$ cat src/rtl/i2s_axis_rx_pkg.sv
// Shared types and defaults for the I2S-to-AXI-Stream receiver.
package i2s_axis_rx_pkg;

    typedef enum logic [1:0] {
        SYNC_WAIT,
        SHIFT,
        HOLD
    } i2s_state_e;

    localparam logic I2S_CH_LEFT  = 1'b0;
    localparam logic I2S_CH_RIGHT = 1'b1;

    localparam int unsigned I2S_DATA_WIDTH    = 24;
    localparam int unsigned I2S_FIFO_DEPTH    = 4;
    localparam int unsigned I2S_SYNC_STAGES   = 2;
    localparam int unsigned I2S_ERR_CNT_WIDTH = 8;

endpackage

$ cat src/rtl/i2s_axis_rx_if.sv
// AXI-Stream sample bus: data, valid, ready and last (last marks the right channel).
interface i2s_axis_rx_if #(
    parameter int unsigned DATA_WIDTH = 24
) ();
    logic [DATA_WIDTH-1:0] data;
    logic                  valid;
    logic                  ready;
    logic                  last;

    modport master (output data, output valid, output last, input ready);
    modport slave  (input data, input valid, input last, output ready);
endinterface

$ cat src/rtl/i2s_axis_rx_fifo.sv
// Synchronous FIFO; a push into a full FIFO is accepted when a pop happens in the same cycle.
module i2s_axis_rx_fifo #(
    parameter int unsigned WIDTH = 25,
    parameter int unsigned DEPTH = 4
) (
    input  logic             clk,
    input  logic             rst,
    input  logic             i_push,
    input  logic [WIDTH-1:0] i_data,
    input  logic             i_pop,
    output logic [WIDTH-1:0] o_data,
    output logic             o_empty,
    output logic             o_full
);
    localparam int unsigned AW = $clog2(DEPTH);

    logic [WIDTH-1:0] r_mem [DEPTH];
    logic [AW-1:0]    r_wr_ptr;
    logic [AW-1:0]    r_rd_ptr;
    logic [AW:0]      r_count;
    logic             w_do_push;
    logic             w_do_pop;

    assign o_empty   = (r_count == '0);
    assign o_full    = (r_count == (AW+1)'(DEPTH));
    assign o_data    = r_mem[r_rd_ptr];
    assign w_do_pop  = i_pop && !o_empty;
    assign w_do_push = i_push && (!o_full || w_do_pop);

    always_ff @(posedge clk or posedge rst) begin
        if (rst) begin
            for (int unsigned i = 0; i < DEPTH; i++) begin
                r_mem[i] <= '0;
            end
            r_wr_ptr <= '0;
            r_rd_ptr <= '0;
            r_count  <= '0;
        end else begin
            if (w_do_push) begin
                r_mem[r_wr_ptr] <= i_data;
                r_wr_ptr        <= r_wr_ptr + AW'(1);
            end
            if (w_do_pop) begin
                r_rd_ptr <= r_rd_ptr + AW'(1);
            end
            r_count <= r_count + (AW+1)'(w_do_push) - (AW+1)'(w_do_pop);
        end
    end
endmodule

$ cat src/rtl/i2s_axis_rx.sv
// I2S slave receiver: oversamples sclk/lrck/sdin in the clk domain and emits 24-bit samples on AXI-Stream.
module i2s_axis_rx
    import i2s_axis_rx_pkg::*;
#(
    parameter int unsigned DATA_WIDTH    = I2S_DATA_WIDTH,
    parameter int unsigned FIFO_DEPTH    = I2S_FIFO_DEPTH,
    parameter int unsigned SYNC_STAGES   = I2S_SYNC_STAGES,
    parameter int unsigned ERR_CNT_WIDTH = I2S_ERR_CNT_WIDTH
) (
    input  logic                     clk,
    input  logic                     rst,
    input  logic                     i_sclk,
    input  logic                     i_lrck,
    input  logic                     i_sdin,
    input  logic                     i_clr_status,
    output logic                     o_overflow,
    output logic [ERR_CNT_WIDTH-1:0] o_frame_err_cnt,
    i2s_axis_rx_if.master            m_axis
);
    localparam int unsigned CNT_W = $clog2(DATA_WIDTH);
    localparam logic [CNT_W-1:0] LAST_BIT = CNT_W'(DATA_WIDTH - 1);

    logic [SYNC_STAGES-1:0]   r_sclk_sync;
    logic [SYNC_STAGES-1:0]   r_lrck_sync;
    logic [SYNC_STAGES-1:0]   r_sdin_sync;
    logic                     r_sclk_d;
    logic                     r_lrck_prev;
    i2s_state_e               r_state;
    i2s_state_e               w_state_nxt;
    logic [CNT_W-1:0]         r_bit_cnt;
    logic [CNT_W-1:0]         w_bit_cnt_nxt;
    logic                     r_chan;
    logic                     w_chan_nxt;
    logic [DATA_WIDTH-2:0]    r_shreg;
    logic [DATA_WIDTH-2:0]    w_shreg_nxt;
    logic [DATA_WIDTH-1:0]    w_word;
    logic                     w_push;
    logic                     w_frame_err;
    logic                     w_sclk_s;
    logic                     w_lrck_s;
    logic                     w_sdin_s;
    logic                     w_sclk_rise;
    logic                     w_lr_edge;
    logic                     w_pop;
    logic                     w_drop;
    logic                     w_fifo_empty;
    logic                     w_fifo_full;
    logic [DATA_WIDTH:0]      w_fifo_dout;
    logic                     r_overflow;
    logic [ERR_CNT_WIDTH-1:0] r_err_cnt;

    // All three inputs share the same synchronizer depth so lrck/sdin line up with sclk.
    assign w_sclk_s    = r_sclk_sync[SYNC_STAGES-1];
    assign w_lrck_s    = r_lrck_sync[SYNC_STAGES-1];
    assign w_sdin_s    = r_sdin_sync[SYNC_STAGES-1];
    assign w_sclk_rise = w_sclk_s && !r_sclk_d;
    assign w_lr_edge   = w_sclk_rise && (w_lrck_s != r_lrck_prev);
    assign w_word      = {r_shreg, w_sdin_s};

    always_ff @(posedge clk or posedge rst) begin
        if (rst) begin
            r_sclk_sync <= '0;
            r_lrck_sync <= '0;
            r_sdin_sync <= '0;
            r_sclk_d    <= 1'b0;
            r_lrck_prev <= 1'b0;
        end else begin
            r_sclk_sync <= {r_sclk_sync[SYNC_STAGES-2:0], i_sclk};
            r_lrck_sync <= {r_lrck_sync[SYNC_STAGES-2:0], i_lrck};
            r_sdin_sync <= {r_sdin_sync[SYNC_STAGES-2:0], i_sdin};
            r_sclk_d    <= w_sclk_s;
            if (w_sclk_rise) begin
                r_lrck_prev <= w_lrck_s;
            end
        end
    end

    always_ff @(posedge clk or posedge rst) begin
        if (rst) begin
            r_state   <= SYNC_WAIT;
            r_bit_cnt <= '0;
            r_chan    <= I2S_CH_LEFT;
            r_shreg   <= '0;
        end else begin
            r_state   <= w_state_nxt;
            r_bit_cnt <= w_bit_cnt_nxt;
            r_chan    <= w_chan_nxt;
            r_shreg   <= w_shreg_nxt;
        end
    end

    always_comb begin
        w_state_nxt   = r_state;
        w_bit_cnt_nxt = r_bit_cnt;
        w_chan_nxt    = r_chan;
        w_shreg_nxt   = r_shreg;
        w_push        = 1'b0;
        w_frame_err   = 1'b0;
        case (r_state)
            SYNC_WAIT: begin
                if (w_lr_edge && (w_lrck_s == I2S_CH_LEFT)) begin
                    w_state_nxt   = SHIFT;
                    w_bit_cnt_nxt = '0;
                    w_chan_nxt    = I2S_CH_LEFT;
                end
            end
            SHIFT: begin
                // A word-select edge before the LSB means the slot was short.
                if (w_lr_edge) begin
                    w_frame_err   = 1'b1;
                    w_bit_cnt_nxt = '0;
                    w_chan_nxt    = w_lrck_s;
                end else if (w_sclk_rise) begin
                    w_shreg_nxt   = w_word[DATA_WIDTH-2:0];
                    w_bit_cnt_nxt = r_bit_cnt + CNT_W'(1);
                    if (r_bit_cnt == LAST_BIT) begin
                        w_push      = 1'b1;
                        w_state_nxt = HOLD;
                    end
                end
            end
            HOLD: begin
                if (w_lr_edge) begin
                    w_state_nxt   = SHIFT;
                    w_bit_cnt_nxt = '0;
                    w_chan_nxt    = w_lrck_s;
                end
            end
            default: w_state_nxt = SYNC_WAIT;
        endcase
    end

    i2s_axis_rx_fifo #(
        .WIDTH (DATA_WIDTH + 1),
        .DEPTH (FIFO_DEPTH)
    ) u_fifo (
        .clk     (clk),
        .rst     (rst),
        .i_push  (w_push),
        .i_data  ({r_chan, w_word}),
        .i_pop   (w_pop),
        .o_data  (w_fifo_dout),
        .o_empty (w_fifo_empty),
        .o_full  (w_fifo_full)
    );

    assign m_axis.valid = !w_fifo_empty;
    assign m_axis.data  = w_fifo_dout[DATA_WIDTH-1:0];
    assign m_axis.last  = w_fifo_dout[DATA_WIDTH];
    assign w_pop        = !w_fifo_empty && m_axis.ready;
    assign w_drop       = w_push && w_fifo_full && !w_pop;

    // A new event in the same cycle as a clear wins over the clear.
    always_ff @(posedge clk or posedge rst) begin
        if (rst) begin
            r_overflow <= 1'b0;
            r_err_cnt  <= '0;
        end else begin
            if (w_drop) begin
                r_overflow <= 1'b1;
            end else if (i_clr_status) begin
                r_overflow <= 1'b0;
            end
            if (w_frame_err) begin
                if (i_clr_status) begin
                    r_err_cnt <= ERR_CNT_WIDTH'(1);
                end else if (r_err_cnt != '1) begin
                    r_err_cnt <= r_err_cnt + ERR_CNT_WIDTH'(1);
                end
            end else if (i_clr_status) begin
                r_err_cnt <= '0;
            end
        end
    end

    assign o_overflow      = r_overflow;
    assign o_frame_err_cnt = r_err_cnt;
endmodule

$ cat src/flat_wrapper.sv
// flat-port wrapper written by rule: the top's interface ports become plain ports
module i2s_axis_rx_flat import i2s_axis_rx_pkg::*;
#(
    parameter int unsigned DATA_WIDTH    = I2S_DATA_WIDTH,
    parameter int unsigned FIFO_DEPTH    = I2S_FIFO_DEPTH,
    parameter int unsigned SYNC_STAGES   = I2S_SYNC_STAGES,
    parameter int unsigned ERR_CNT_WIDTH = I2S_ERR_CNT_WIDTH
)
  (clk, rst, i_sclk, i_lrck, i_sdin, i_clr_status, o_overflow, o_frame_err_cnt, m_axis_data, m_axis_valid, m_axis_last, m_axis_ready);
  i2s_axis_rx_if #(.DATA_WIDTH(DATA_WIDTH)) m_axis_i ();
  input  logic clk;
  input  logic rst;
  input  logic i_sclk;
  input  logic i_lrck;
  input  logic i_sdin;
  input  logic i_clr_status;
  output logic o_overflow;
  output logic [ERR_CNT_WIDTH-1:0] o_frame_err_cnt;
  output wire logic [$bits(m_axis_i.data)-1:0] m_axis_data;
  output wire logic [$bits(m_axis_i.valid)-1:0] m_axis_valid;
  output wire logic [$bits(m_axis_i.last)-1:0] m_axis_last;
  input wire logic [$bits(m_axis_i.ready)-1:0] m_axis_ready;
  assign m_axis_data = m_axis_i.data;
  assign m_axis_valid = m_axis_i.valid;
  assign m_axis_last = m_axis_i.last;
  assign m_axis_i.ready = m_axis_ready;
  i2s_axis_rx #(.DATA_WIDTH(DATA_WIDTH), .FIFO_DEPTH(FIFO_DEPTH), .SYNC_STAGES(SYNC_STAGES), .ERR_CNT_WIDTH(ERR_CNT_WIDTH)) u_core (.clk(clk), .rst(rst), .i_sclk(i_sclk), .i_lrck(i_lrck), .i_sdin(i_sdin), .i_clr_status(i_clr_status), .o_overflow(o_overflow), .o_frame_err_cnt(o_frame_err_cnt), .m_axis(m_axis_i));
endmodule
$ cat config.mk
export PLATFORM = sky130hd
export DESIGN_NAME = i2s_axis_rx_flat
export DESIGN_NICKNAME = d
export VERILOG_FILES = /design/src/rtl/i2s_axis_rx_pkg.sv /design/src/rtl/i2s_axis_rx_if.sv /design/src/rtl/i2s_axis_rx_fifo.sv /design/src/rtl/i2s_axis_rx.sv /design/src/flat_wrapper.sv
export SDC_FILE = /design/constraint.sdc
export NUM_CORES = 1
export LEC_CHECK = 0
export BUFFER_PORTS_ARGS = -buffer_cell sky130_fd_sc_hd__buf_2
export CAP_MARGIN = 40
export CORE_UTILIZATION = 55
export DETAILED_ROUTE_END_ITERATION = 8
export GPL_TIMING_DRIVEN = 0
export PLACE_DENSITY = 0.85
export REMOVE_ABC_BUFFERS = 1
export SYNTH_ARGS = -nofsm -noshare
export SYNTH_HDL_FRONTEND = slang
export SYNTH_SLANG_ARGS = --single-unit
export TNS_END_PERCENT = 5
$ cat constraint.sdc
create_clock -name clk -period 4.3 [get_ports clk]
set_clock_uncertainty 0.05 [all_clocks]
set_input_delay 0 -clock clk [delete_from_list [all_inputs] [get_ports clk]]
set_output_delay 0 -clock clk [all_outputs]
set_load 0.03 [all_outputs]
# After elaboration in Yosys (flattened, before gate mapping)
# Cells that the tools add are included.
# Widths: inputs -> output; s select.
[totals]
out_inout_bits = 35
input_bits = 7
regBits = 155
elab_cells = 103
[op_classes]
n_bitwise = 4
muxes = 32
eq_ne = 13
order_cmp = 3
reduce_logical = 27
addsub = 6
[op_table]
columns = ["op", "count"]
rows = [
  ["$bwmux 100", 1],
  ["$mux 25", 3],
  ["$bmux 25 s2", 1],
  ["$demux 25 s2", 1],
  ["$mux 8", 4],
  ["$mux 5", 4],
  ["$pmux 5 s3", 1],
  ["$mux 1", 10],
  ["$mux 2", 5],
  ["$ne 2x1->1 const B", 5],
  ["$logic_and 1x1->1", 9],
  ["$add 8x1->8 const B", 1],
  ["$ne 8x8->1 const B", 1],
  ["$reduce_bool 2->1", 4],
  ["$ge 3x3->1 const B", 2],
  ["$not 2->3", 2],
  ["$pmux 2 s3", 1],
  ["$reduce_and 3->1", 2],
  ["$add 5x1->5 const B", 1],
  ["$eq 5x5->1 const B", 1],
  ["$reduce_and 5->1", 1],
  ["$add 2x1->2 const B", 2],
  ["$logic_not 1->1", 4],
  ["$reduce_and 4->1", 1],
  ["17 further kinds", 18],
]

# Logic depth before layout (Yosys ltp)
# Gate-level depths: netlist of run 1.
[depth]
word_depth = 8
depth_mapped = 12

# Modules after synthesis
# From an unflattened synthesis of run 1, not the netlist that was laid out.
[unflattened]
cells_unflattened = 452
area_unflattened_um2 = 6882.9
[modules_own_cells]
columns = ["mod", "instances", "seq_area_each_um2", "area_each_um2", "cells_per_inst"]
rows = [
  ["i2s_axis_rx_fifo", 1, 2677.6, 4750.8, 278],
  ["i2s_axis_rx", 1, 1201.2, 2132.0, 174],
]

# Worst setup path before layout of run 1
# No wires, ideal clock.
[synth_path]
path_kind = "register to register"
startpoint = "register u_core.r_state[1]"
endpoint = "register u_core.u_fifo.r_count[2]"
required_ns = 4.127
stages_incl_launch_ff = 13
setup_slack_ns = 1.598
setup_time_ns = 0.123
arrival_time_ns = 2.529
cell_sequence = "dfrtp_1 inv_1 ha_1 nand3b_1 nor4b_4 inv_1 ha_1 inv_1 ha_1 inv_1 fa_1 xnor2_1 xnor2_1"
[synth_between]
elab_chain_cells = 5
[synth_rtl]
columns = ["item", "line", "rtl"]
rows = [
  ["from (decl)", "i2s_axis_rx.sv:28", "i2s_state_e r_state;"],
  ["from (signal assigned)", "i2s_axis_rx.sv:85", "r_state <= w_state_nxt;"],
  ["$eq 2x1->1", "i2s_axis_rx.sv:99", "case (r_state)"],
  ["$mux 1", "i2s_axis_rx.sv:99", ""],
  ["$logic_and 1x1->1", "i2s_axis_rx_fifo.sv:28", "assign w_do_push = i_push && (!o_full || w_do_pop);"],
  ["$add 3x1->3", "i2s_axis_rx_fifo.sv:46", "r_count <= r_count + (AW+1)'(w_do_push) - (AW+1)'(w_do_pop);"],
  ["$sub 3x1->3", "i2s_axis_rx_fifo.sv:46", ""],
  ["to (signal assigned)", "i2s_axis_rx_fifo.sv:46", ""],
  ["to (decl)", "i2s_axis_rx_fifo.sv:20", "logic [AW:0] r_count;"],
]
# Every way passes these cells.
# A chain may end at the register's enable or synchronous reset.

# Final worst setup path of run 1
# Ends and elaborated chain as after synthesis.

==> metrics.log, run 1 <==
[metrics] Avg Cell Area, Syn: 15.25 µm²
[metrics] Crit path required time: 4590 ps
[metrics] count of synthesis-stage warnings from yosys: 0
[metrics] via/cell ratio: 5.766
[metrics] die extent in y: 113.7 µm
[metrics] Cells after Synth: 450
[metrics] worst setup path startpoint: u_core.r_state[1]
[metrics] starting utilization of the core area: 56.89%
[metrics] maximum resistive drop on vdd: 0.2926 mV
[metrics] Final Hold Violating Endpoints: 0
[metrics] CP top delay family: adder cells
[metrics] Nets: 523
[metrics] first-pass detailed-route iteration total: 4
[metrics] post-synthesis cell type count: 48
[metrics] half-perimeter wire length after placement: 7714 µm
[metrics] unrepaired setup endpoints after global routing: false
[metrics] critical-path cell list: inv_1, ha_1, nand3b_1, nor4b_4, inv_1, ha_1, inv_1, ha_1, inv_1, fa_1, xnor2_1, xnor2_1
[metrics] fill count: 842
[metrics] Die Span X: 113.7 µm
[metrics] site row count: 40
[metrics] placer congestion estimate: 0.8244
[metrics] Yosys top cell by area: dfrtp_1
[metrics] Routed Antenna Nets: 0
[metrics] H-tree Lvls: 4
[metrics] largest net degree at the start of global routing: 94
[metrics] number of buffers inserted by port buffering: 41
[metrics] outcome: complete, no violations
[metrics] routed len/inst: 18.75 µm
[metrics] actual transition at the worst max-transition pin: 778.9 ps
[metrics] sum of routed wire length over all layers: 12820 µm
[metrics] max-cap violation count: 0
[metrics] top post-synthesis cells by count: dfrtp_1, mux2_2, mux4_2
[metrics] power per cell area: 470.3 nW/µm²
[metrics] Synth Area in Adders: 2.480%
[metrics] TNS Setup: 0 ps
[metrics] type of the worst setup path: flip-flop to flip-flop
[metrics] setup violators final: 0
[metrics] sort of element at the end of the critical path: flip-flop
[metrics] multiplexer share of the synthesized area: 28.99%
[metrics] TritonCTS clock tree: done
[metrics] wire length of the first global-routing pass: 21270 µm
[metrics] cell with the biggest individual delay on the critical path: nor4b_4
[metrics] flops & latches, synth: 155
[metrics] WP data arrival: 3370 ps
[metrics] r2r endpoint: u_core.u_fifo.r_count[2]
[metrics] initial antenna violation count: 0
[metrics] sequential cell area fraction in the yosys report: 56.53%
[metrics] worst setup slack after layout: 1215 ps
[metrics] buffers and inverters on the worst path: 4
[metrics] Reg-to-Reg Start: u_core.r_state[1]
[metrics] simple-gate share of the synthesized area: 4.504%
[metrics] longest individual stage delay on the worst path: 580 ps
[metrics] type of the most critical hold path: input port to async pin
[metrics] area of the core: 12060 µm²
[metrics] die outline area: 12930 µm²
[metrics] number of diodes: 0
[metrics] Critical path destination: u_core.u_fifo.r_count[2]
[metrics] cell total after placement: 646
[metrics] xor/xnor share of the synthesized area: 1.003%
[metrics] fraction of registers with async set/reset: 100.0%
[metrics] CP Max Fanout: 8
[metrics] top flip-flop cell by instance count after synthesis: dfrtp_1
[metrics] Relative slew margins: 47.89%
[metrics] count leader, synth: dfrtp_1
[metrics] number of design rule violations left after detail routing: 0
[metrics] fraction of layout cells with a size suffix above 1: 45.74%
[metrics] largest buffer count on any clock path: 2
[metrics] area occupied by multi-input gates: 2799 µm²
[metrics] I/O pin total: 42
[metrics] DRC violation total after the first TritonRoute iteration: 222
[metrics] number of setup buffers added after CTS: 0
[metrics] top cells by area, synth: dfrtp_1, mux2_2, mux4_2, ha_1, buf_6
[metrics] area used by sequential logic in the layout: 3880 µm²
[metrics] library cell appearing most often on the critical path: inv_1
[metrics] via count of the first global-routing pass: 4198
[metrics] cts bufs inserted: 17
[metrics] Max Freq: 0.3241 GHz
[metrics] compound-cell area share of the yosys netlist: 3.775%
[metrics] count of flip-flops with a built-in enable after synthesis: 0
[metrics] clock latency reported for the late side of the worst-skew pair: 420 ps
[metrics] post-synth design cell area: 6862 µm²
[metrics] count of cell instances traversed by the critical path: 12
[metrics] minimum clock period: 3085 ps
[metrics] buffer cell driving the clock tree root: clkbuf_16
[metrics] total via count in the routed design: 3944
[metrics] global-route total usage across every layer: 21.84%
[metrics] fin. max-slew vios: 0
[metrics] number of clock sinks seen by CTS: 155
[metrics] Worst R2R Path Depth: 12
[metrics] number of cells in the finished layout apart from fillers: 684
[metrics] Period Utilization, post-route: 71.75%
[metrics] area overhead of the layout relative to synthesis: 15.12%
[metrics] worst reg-to-reg setup slack: 1210 ps
[metrics] clock-pin slew on the worst setup and hold paths: 60 ps
[metrics] sort of element at the start of the critical path: flip-flop
[metrics] total overflow reported by the global router: 0
[metrics] largest family of logic cells by synthesized area: multiplexers
[metrics] worst-case setup slack after placement: 1215 ps
[metrics] area fraction of the dominant cell type after synthesis: 56.53%
[metrics] Static Leak: 3.893 nW
-- layout by cell type (no fill, tap or decap), types with 4 or more instances in the layout --
| master | netlist | layout |
|---|---|---|
| mux4_2 | 25 | 25 |
| xnor2_1 | 4 | 4 |
| buf_2 | 2 | 41 |
| mux2_2 | 124 | 124 |
| o21ai_0 | 8 | 8 |
| clkinv_2 | 0 | 4 |
| nand3_1 | 6 | 6 |
| nand2_1 | 10 | 10 |
| nor2_1 | 6 | 5 |
| o31ai_1 | 4 | 4 |
| ha_1 | 12 | 12 |
| nand2_2 | 4 | 4 |
| a21oi_1 | 10 | 10 |
| inv_1 | 16 | 15 |
| clkinvlp_4 | 0 | 4 |
| dfrtp_1 | 155 | 154 |
| clkbuf_16 | 0 | 17 |
| dlygate4sd3_1 | 0 | 6 |
-- cells by family (layout without fill, tap and decap cells) --
| family | Yosys count | after routing |
|---|---|---|
| flip-flops | 155 | 155 |
| multiplexers | 152 | 152 |
| AND/OR/NAND/NOR | 51 | 51 |
| AO/OA/AOI/OAI | 39 | 39 |
| buffers and inverters | 33 | 99 |
| adder cells (fa/ha/maj) | 13 | 13 |
| XOR/XNOR | 7 | 7 |
-- how the worst min path moves through the flow --
stage / cells past startpoint / endpoint / start / slack, ps
floorplan: 0 / u_core.r_lrck_sync[0] / i_lrck / -20
global placement: 1 / u_core.r_lrck_sync[0] / i_lrck / 60
detailed placement: 1 / u_core.r_sdin_sync[0] / i_sdin / 60
CTS: 2 / u_core.r_lrck_sync[0] / i_lrck / 160
global route: 2 / u_core.r_lrck_sync[0] / i_lrck / 160
finish: 3 / u_core.u_fifo.r_count[1] / rst / 150
-- where the power goes --
group          switching [mW]  leakage (nW)  internal (mW)
registers               0.125          2.13           1.54
logic                   0.304          1.49          0.279
clock network           0.575         0.281          0.897
-- cell type report --
cell class	count	share of cell area [%]
Clock buffer	21	5.956
Inverter	16	0.8237
Tap cell	168	2.661
Sequential cell	155	49.12
Multi-Input combinational cell	262	35.43
Timing Repair Buffer	51	4.499
Clock inverter	11	1.505
-- layer usage --
layer	routed length [µm]	global-route usage, %	part of all wire (%)	vias to the layer above
li1	-	-	-	1777
met4	115	6.053	0.90	0
met1	5550	26.85	43	2085
met2	6749	38.37	53	73
met5	0	0	0	-
met3	405	5.526	3.2	9
-- through the flow --
step	area [µm²]	utilization, %	hold slack [ps]	total power, mW
3_5_place_dp	7249	60.10	60.07	2.269
5_1_grt	7899	65.49	158.7	3.867
4_1_cts	7899	65.49	160.9	3.744
3_3_place_gp	7151	59.28	58.72	2.185
2_1_floorplan	6735	-	-18.57	2.060
6_report	7899	65.49	154.5	3.715
-- state kept, by name, indices dropped and copies added, names as in the netlist --
signal,cells
u_core.u_fifo.r_mem,100
u_core.r_shreg,23
u_core.o_frame_err_cnt,8
u_core.r_bit_cnt,5
u_core.u_fifo.r_count,3
u_core.r_lrck_sync,2
u_core.r_sclk_sync,2
u_core.r_sdin_sync,2
u_core.r_state,2
u_core.u_fifo.r_rd_ptr,2
u_core.u_fifo.r_wr_ptr,2
u_core.o_overflow,1
u_core.r_chan,1
u_core.r_lrck_prev,1
u_core.r_sclk_d,1
-- tightest hold or removal path, cell delays in order --
cell and delay, ps:
dlygate4sd3_1 520, buf_2 140, inv_6 400
-- timing repair --
item | in CTS | in global routing
setup endpoints to repair | 0 | 0
hold buffers | 6 | 0
gates resized for setup | 0 | 0
endpoints found under the hold margin | 76 | 0
Note: power is estimated with default switching activity, not from simulation.
==> run 2: changes to the inputs <==
--- a/config.mk
+++ b/config.mk
@@ -7,10 +7,10 @@
 export LEC_CHECK = 0
 export BUFFER_PORTS_ARGS = -buffer_cell sky130_fd_sc_hd__buf_2
 export CAP_MARGIN = 40
-export CORE_UTILIZATION = 55
+export CORE_UTILIZATION = 60
 export DETAILED_ROUTE_END_ITERATION = 8
 export GPL_TIMING_DRIVEN = 0
-export PLACE_DENSITY = 0.85
+export PLACE_DENSITY = 0.88
 export REMOVE_ABC_BUFFERS = 1
 export SYNTH_ARGS = -nofsm -noshare
 export SYNTH_HDL_FRONTEND = slang
==> constraint.sdc (replaced) <==
create_clock -name clk -period 3.2 [get_ports clk]
set_clock_uncertainty 0.05 [all_clocks]
set_input_delay 0 -clock clk [delete_from_list [all_inputs] [get_ports clk]]
set_output_delay 0 -clock clk [all_outputs]
set_load 0.03 [all_outputs]
==> run 2 against run 1 <==
Via count decreased by 0.25%. Sequential cell count unchanged. Final cell count down 3.7%. Count of clock-buffer cells in the layout grew 3. Register-to-register slack lost 910 ps. Combinational power rose by 31%. Fmax rose by 6.7%. Hold slack improved by 26 ps. Highest routed layer unchanged. Total power is 35% higher. Worst setup slack got worse by 910 ps. Clock power is 36% higher.
==> metrics.log, run 2 (synthesis gave the netlist of run 1 again) <==
[metrics] outcome: complete, no violations
[metrics] number of buffers inserted by port buffering: 41 (unchanged)
[metrics] number of clock sinks seen by CTS: 155 (unchanged)
[metrics] cell depth of the worst hold path: 2
[metrics] Routed Antenna Nets: 0 (unchanged)
[metrics] max-cap violation count: 0 (unchanged)
[metrics] Period Utilization, post-route: 90.39% (+19 points)
[metrics] r2r endpoint: u_core.u_fifo.r_count[2]
[metrics] clock-pin slew on the worst setup and hold paths: 60 ps (about the same)
[metrics] half-perimeter wire length after placement: 7864 µm (+2.0%)
[metrics] longest individual stage delay on the worst path: 400 ps (-180 ps)
[metrics] cell with the biggest individual delay on the critical path: dfrtp_1
[metrics] minimum clock period: 2893 ps (-192.6 ps)
[metrics] DRC violation total after the first TritonRoute iteration: 254 (+14%)
[metrics] sort of element at the end of the critical path: flip-flop
[metrics] total overflow reported by the global router: 0 (unchanged)
[metrics] routed len/inst: 19.25 µm (+2.7%)
[metrics] Worst R2R Path Depth: 12 (unchanged)
[metrics] Max Freq: 0.3457 GHz (+6.7%)
[metrics] area of the core: 10980 µm² (-8.9%)
[metrics] Final Hold Violating Endpoints: 0 (unchanged)
[metrics] WP data arrival: 3170 ps (-200 ps)
[metrics] area occupied by multi-input gates: 2799 µm² (unchanged)
[metrics] critical-path cell list: inv_1, ha_1, nand3b_1, nor4b_4, inv_1, ha_1, inv_1, ha_1, inv_1, fa_1, xnor2_1, xnor2_1
[metrics] placer congestion estimate: 0.7516 (-8.8%)
[metrics] commonest non-fill, non-tap cell in the layout: dfrtp_1
[metrics] area used by sequential logic in the layout: 3880 µm² (unchanged)
[metrics] sort of element at the start of the critical path: flip-flop
[metrics] number of cells in the finished layout apart from fillers: 659 (-3.7%)
[metrics] Reg-to-Reg Start: u_core.r_state[1]
[metrics] Nets: 526 (+0.57%)
[metrics] buffer cell driving the clock tree root: clkbuf_16
[metrics] clock latency reported for the late side of the worst-skew pair: 420 ps (about the same)
[metrics] fraction of layout cells with a size suffix above 1: 45.47% (-0.26 points)
[metrics] site row count: 38 (-5.0%)
[metrics] number of diodes: 0 (unchanged)
[metrics] via/cell ratio: 5.970 (+3.5%)
[metrics] cts bufs inserted: 17 (unchanged)
[metrics] number of design rule violations left after detail routing: 0 (unchanged)
[metrics] fin. max-slew vios: 0 (unchanged)
[metrics] Static Leak: 3.926 nW (+0.85%)
[metrics] Relative slew margins: 48.17% (+0.28 points)
[metrics] initial antenna violation count: 0 (unchanged)
[metrics] unrepaired setup endpoints after global routing: false
[metrics] I/O pin total: 42 (unchanged)
[metrics] die outline area: 11870 µm² (-8.2%)
[metrics] library cell appearing most often on the critical path: inv_1
[metrics] Critical path destination: u_core.u_fifo.r_count[2]
[metrics] actual transition at the worst max-transition pin: 774.7 ps (-4.206 ps)
[metrics] H-tree Lvls: 4 (unchanged)
[metrics] Die Span X: 108.9 µm (-4.2%)
[metrics] TritonCTS clock tree: done
[metrics] via count of the first global-routing pass: 4192 (-0.14%)
[metrics] post-cts sizing count: 0 (unchanged)
[metrics] fill count: 688 (-18%)
[metrics] Power Total: 5.025 mW (+35%)
[metrics] count of cell instances traversed by the critical path: 12 (unchanged)
[metrics] wire length of the first global-routing pass: 20780 µm (-2.3%)
[metrics] worst reg-to-reg setup slack: 310 ps (-910 ps)
[metrics] most used cells in the layout excluding fill and tap cells: dfrtp_1, mux2_2, buf_2
[metrics] total via count in the routed design: 3934 (-0.25%)
[metrics] sum of routed wire length over all layers: 12690 µm (-1.1%)
[metrics] largest buffer count on any clock path: 2 (unchanged)
[metrics] first-pass detailed-route iteration total: 4 (unchanged)
[metrics] die extent in y: 108.9 µm (-4.2%)
[metrics] maximum resistive drop on vdd: 0.5413 mV (+85%)
[metrics] post-route core utilization: 71.87% (+6.4 points)
[metrics] starting utilization of the core area: 62.47% (+5.6 points)
[metrics] cell total after placement: 618 (-4.3%)
[metrics] global-route total usage across every layer: 23.84% (+2.0 points)
[metrics] CP top delay family: adder cells
[metrics] type of the most critical hold path: input port to flip-flop
[metrics] CP Max Fanout: 7 (-1)
[metrics] power per cell area: 636.6 nW/µm² (+35%)
[metrics] area overhead of the layout relative to synthesis: 15.04% (about the same)
[metrics] TNS Setup: 0 ps (unchanged)
[metrics] most flop-heavy register: u_core.u_fifo.r_mem
[metrics] type of the worst setup path: flip-flop to flip-flop
[metrics] Crit path required time: 3480 ps (-1110 ps)
[metrics] buffers and inverters on the worst path: 4 (unchanged)
[metrics] setup violators final: 0 (unchanged)
[metrics] largest net degree at the start of global routing: 79 (-16%)
[metrics] worst setup path startpoint: u_core.r_state[1]
[metrics] flip-flop count of the largest register, all copies and words added: 100 (unchanged)
==> run 2: repair_timing <==
item                                    CTS  global route
hold buffers                              6             0
hold endpoints to repair                 90             0
endpoints found under the setup margin    0             1
setup buffers                             0             3
==> run 2: worst min path at each step <==
stage	to	startpoint	slack, ps
floorplan	u_core.r_lrck_sync[0]	i_lrck	-20
global placement	u_core.r_lrck_sync[0]	i_lrck	60
detailed placement	u_core.r_lrck_sync[0]	i_lrck	60
CTS	u_core.r_sclk_sync[0]	i_sclk	150
global route	u_core.r_sclk_sync[0]	i_sclk	180
finish	u_core.r_sdin_sync[0]	i_sdin	180
==> run 2: metrics by stage <==
stage / setup slack (ps) / hold slack (ps) / instance area [µm²]
2_1_floorplan: -1028 / -18.57 / 6735
3_3_place_gp: -2320 / 60.82 / 7116
3_5_place_dp: 155.9 / 59.91 / 7214
4_1_cts: 124.1 / 154.9 / 7871
5_1_grt: 77.47 / 180.2 / 7894
6_report: 307.5 / 181.0 / 7894
==> run 2: layout make-up <==
class	instances	share of cell area (%)
clock buffers	24	6.102
clock inverters	8	1.458
inverters	16	0.8242
multi-input cells	262	35.46
flip-flops and latches	155	49.15
well taps	140	2.219
repair buffers	54	4.787
==> run 2: worst register-to-register path: stages, from the launching register on <==
cell,delay (ps)
dfrtp_1,400
inv_1,100
ha_1,290
nand3b_1,220
nor4b_4,400
inv_1,80
ha_1,290
inv_1,60
ha_1,140
inv_1,60
fa_1,390
xnor2_1,180
xnor2_1,150
==> run 2: power by group <==
part | internal (mW) | total [mW] | switching [mW]
Sequential | 2.06 | 2.26 | 0.198
Clock | 1.28 | 2.00 | 0.720
Combinational | 0.378 | 0.762 | 0.383
==> run 2: layer usage <==
layer  GRT usage (%)  part of all wire [%]  wire length [µm]  vias to the layer above
met5               0                     0                 0                        -
met4           8.784                   1.5               196                        0
met3           5.439                   2.9               367                       16
met2           41.28                    53              6782                       79
met1           29.17                    42              5340                     2058
li1                -                     -                 -                     1781
==> run 3: changes to the inputs <==
--- a/config.mk
+++ b/config.mk
@@ -7,10 +7,10 @@
 export LEC_CHECK = 0
 export BUFFER_PORTS_ARGS = -buffer_cell sky130_fd_sc_hd__buf_2
 export CAP_MARGIN = 40
-export CORE_UTILIZATION = 60
+export CORE_UTILIZATION = 55
 export DETAILED_ROUTE_END_ITERATION = 8
 export GPL_TIMING_DRIVEN = 0
-export PLACE_DENSITY = 0.88
+export PLACE_DENSITY = 0.85
 export REMOVE_ABC_BUFFERS = 1
 export SYNTH_ARGS = -nofsm -noshare
 export SYNTH_HDL_FRONTEND = slang
==> constraint.sdc (replaced) <==
create_clock -name clk -period 2.4 [get_ports clk]
set_clock_uncertainty 0.05 [all_clocks]
set_input_delay 0 -clock clk [delete_from_list [all_inputs] [get_ports clk]]
set_output_delay 0 -clock clk [all_outputs]
set_load 0.03 [all_outputs]
==> run 3 against run 2 <==
The run now ends with setup timing left. Utilization decreased by 5.5 points. Register-to-register slack lost 390 ps. Largest power group unchanged. Non-clock buffer count up 5. Count of clock-buffer cells in the layout shrank 3. Sequential cell count unchanged. Die area up 8.9%.
==> metrics.log, run 3 (synthesis gave the netlist of run 1 again) <==
[metrics] TritonCTS clock tree: done
[metrics] cell total after placement: 646 (+4.5%)
[metrics] cts bufs inserted: 17 (unchanged)
[metrics] global-route total usage across every layer: 22.29% (-1.5 points)
[metrics] total overflow reported by the global router: 0 (unchanged)
[metrics] half-perimeter wire length after placement: 7714 µm (-1.9%)
[metrics] worst reg-to-reg setup slack: -80 ps (-390 ps)
[metrics] number of design rule violations left after detail routing: 0 (unchanged)
[metrics] Die Span X: 113.7 µm (+4.4%)
[metrics] unrepaired setup endpoints after global routing: true
[metrics] most flop-heavy register: u_core.u_fifo.r_mem
[metrics] number of buffers inserted by port buffering: 41 (unchanged)
[metrics] worst setup slack after layout: -77.64 ps (-385.1 ps)
[metrics] Post-Route Hold Slack: 152.6 ps (-28.43 ps)
[metrics] clock latency reported for the late side of the worst-skew pair: 420 ps (about the same)
[metrics] via count of the first global-routing pass: 4273 (+1.9%)
[metrics] Reg-to-Reg Start: u_core.r_state[1]
[metrics] cell area reported after detailed placement: 7249 µm² (+0.49%)
[metrics] maximum resistive drop on vdd: 0.5165 mV (-4.6%)
[metrics] placer congestion estimate: 0.8244 (+9.7%)
[metrics] die outline area: 12930 µm² (+8.9%)
[metrics] Final Instance Area: 8008 µm² (+1.4%)
[metrics] power per cell area: 843.5 nW/µm² (+32%)
[metrics] Crit path required time: 2650 ps (-830 ps)
[metrics] r2r endpoint: u_core.u_fifo.r_count[2]
[metrics] total via count in the routed design: 3965 (+0.79%)
[metrics] TNS Setup: -77.64 ps (-77.64 ps)
[metrics] type of the most critical hold path: input port to async pin
[metrics] first-pass detailed-route iteration total: 5 (+1)
[metrics] DRC violation total after the first TritonRoute iteration: 199 (-22%)
[metrics] failing checks: setup timing
[metrics] initial antenna violation count: 0 (unchanged)
[metrics] fin. max-slew vios: 0 (unchanged)
[metrics] wire length of the first global-routing pass: 21710 µm (+4.5%)
[metrics] type of the worst setup path: flip-flop to flip-flop
[metrics] minimum clock period: 2478 ps (-414.9 ps)
[metrics] fraction of layout cells with a size suffix above 1: 47.52% (+2.0 points)
[metrics] most used cells in the layout excluding fill and tap cells: dfrtp_1, mux2_2, buf_2
[metrics] Final Hold Violating Endpoints: 0 (unchanged)
[metrics] actual transition at the worst max-transition pin: 749.0 ps (-25.76 ps)
[metrics] I/O pin total: 42 (unchanged)
[metrics] Relative slew margins: 50.01% (+1.8 points)
[metrics] outcome: finished, violations left
[metrics] routed len/inst: 18.85 µm (-2.1%)
[metrics] Nets: 531 (+0.95%)
[metrics] Max Freq: 0.4036 GHz (+17%)
[metrics] commonest non-fill, non-tap cell in the layout: dfrtp_1
[metrics] number of cells in the finished layout apart from fillers: 692 (+5.0%)
[metrics] Static Leak: 3.985 nW (+1.5%)
[metrics] largest buffer count on any clock path: 2 (unchanged)
[metrics] sort of element at the start of the critical path: flip-flop
[metrics] flip-flop count of the largest register, all copies and words added: 100 (unchanged)
[metrics] Period Utilization, post-route: 103.2% (+13 points)
[metrics] starting utilization of the core area: 56.89% (-5.6 points)
[metrics] CP Max Fanout: 2 (-5)
[metrics] number of clock sinks seen by CTS: 155 (unchanged)
[metrics] max-cap violation count: 0 (unchanged)
[metrics] Routed Antenna Nets: 0 (unchanged)
[metrics] area of the core: 12060 µm² (+9.8%)
[metrics] post-route core utilization: 66.39% (-5.5 points)
[metrics] largest net degree at the start of global routing: 94 (+19%)
[metrics] H-tree Lvls: 4 (unchanged)
[metrics] WP data arrival: 2730 ps (-440 ps)
[metrics] area overhead of the layout relative to synthesis: 16.70%
[metrics] buffer cell driving the clock tree root: clkbuf_16
[metrics] die extent in y: 113.7 µm (+4.4%)
[metrics] fill count: 828 (+20%)
[metrics] site row count: 40 (+5.3%)
[metrics] Power Total: 6.754 mW (+34%)
[metrics] clock-pin slew on the worst setup and hold paths: 60 ps (about the same)
[metrics] sort of element at the end of the critical path: flip-flop
[metrics] setup violators final: 1 (+1)
[metrics] sum of routed wire length over all layers: 13050 µm (+2.8%)
[metrics] worst-case setup slack after placement: -685.0 ps (-840.8 ps)
[metrics] via/cell ratio: 5.730 (-4.0%)
[metrics] number of diodes: 0 (unchanged)
[metrics] Worst R2R Path Depth: 12 (unchanged)
run 3: cell types whose count changed in the layout (fill, tap and decap cells not counted), moves of 2 or more:
cell	change
buf_4	+5
clkinvlp_4	+4
nand2_2	-4
nand2_4	+4
clkbuf_1	-3
ha_1	-2
run 3: where the power goes:
part	switching (mW)	internal, mW	total [mW]
Clock	1.03	1.61	2.64
Combinational	0.583	0.559	1.14
Sequential	0.221	2.75	2.97
run 3: worst max-delay path: stages, from the launching register on:
cell      delay [ps]
dfrtp_1          400
inv_2             80
ha_4             150
nand3b_1         150
nor4b_4          330
inv_1             70
ha_1             290
inv_1             60
ha_1             130
inv_1             50
fa_2             350
xnor2_2          150
xnor2_1          130
run 3: worst max path at each step:
stage | start | end | slack (ps) | cells after the start
3_5_place_dp | u_core.r_state[1] | u_core.u_fifo.r_count[2] | -680 | 12
3_3_place_gp | rst | u_core.u_fifo.r_mem[25] | -3140 | 2
2_1_floorplan | rst | u_core.o_frame_err_cnt[0] | -1830 | 1
6_report | u_core.r_state[1] | u_core.u_fifo.r_count[2] | -80 | 12
4_1_cts | u_core.r_state[1] | u_core.u_fifo.r_count[2] | -70 | 12
5_1_grt | u_core.r_state[1] | u_core.u_fifo.r_count[2] | -230 | 12
run 3: cell type report:
cell class	instances	area (µm²)	area share [%]
sequential	155	3880	48.45
multi-input combinational	262	2848	35.56
clock buffer	21	470.5	5.875
timing repair buffer	59	415.4	5.187
tap	168	210.2	2.625
clock inverter	11	118.9	1.484
inverter	16	65.06	0.8125
run 3: repair_timing:
| action | in CTS | in global routing |
|---|---|---|
| hold buffers | 6 | 0 |
| hold endpoints to repair | 76 | 0 |
| pin swaps | 4 | 0 |
| buffers inserted | 8 | 0 |
| endpoints found under the setup margin | 115 | 2 |
| gates resized for setup | 11 | 0 |
run 3: layer usage:
metal	vias up	GRT usage, %	share of wire [%]
li1	1790	-	-
met1	2089	27.58	44
met2	74	38.90	52
met3	12	5.579	3.1
met4	0	6.404	1.0
met5	-	0	0
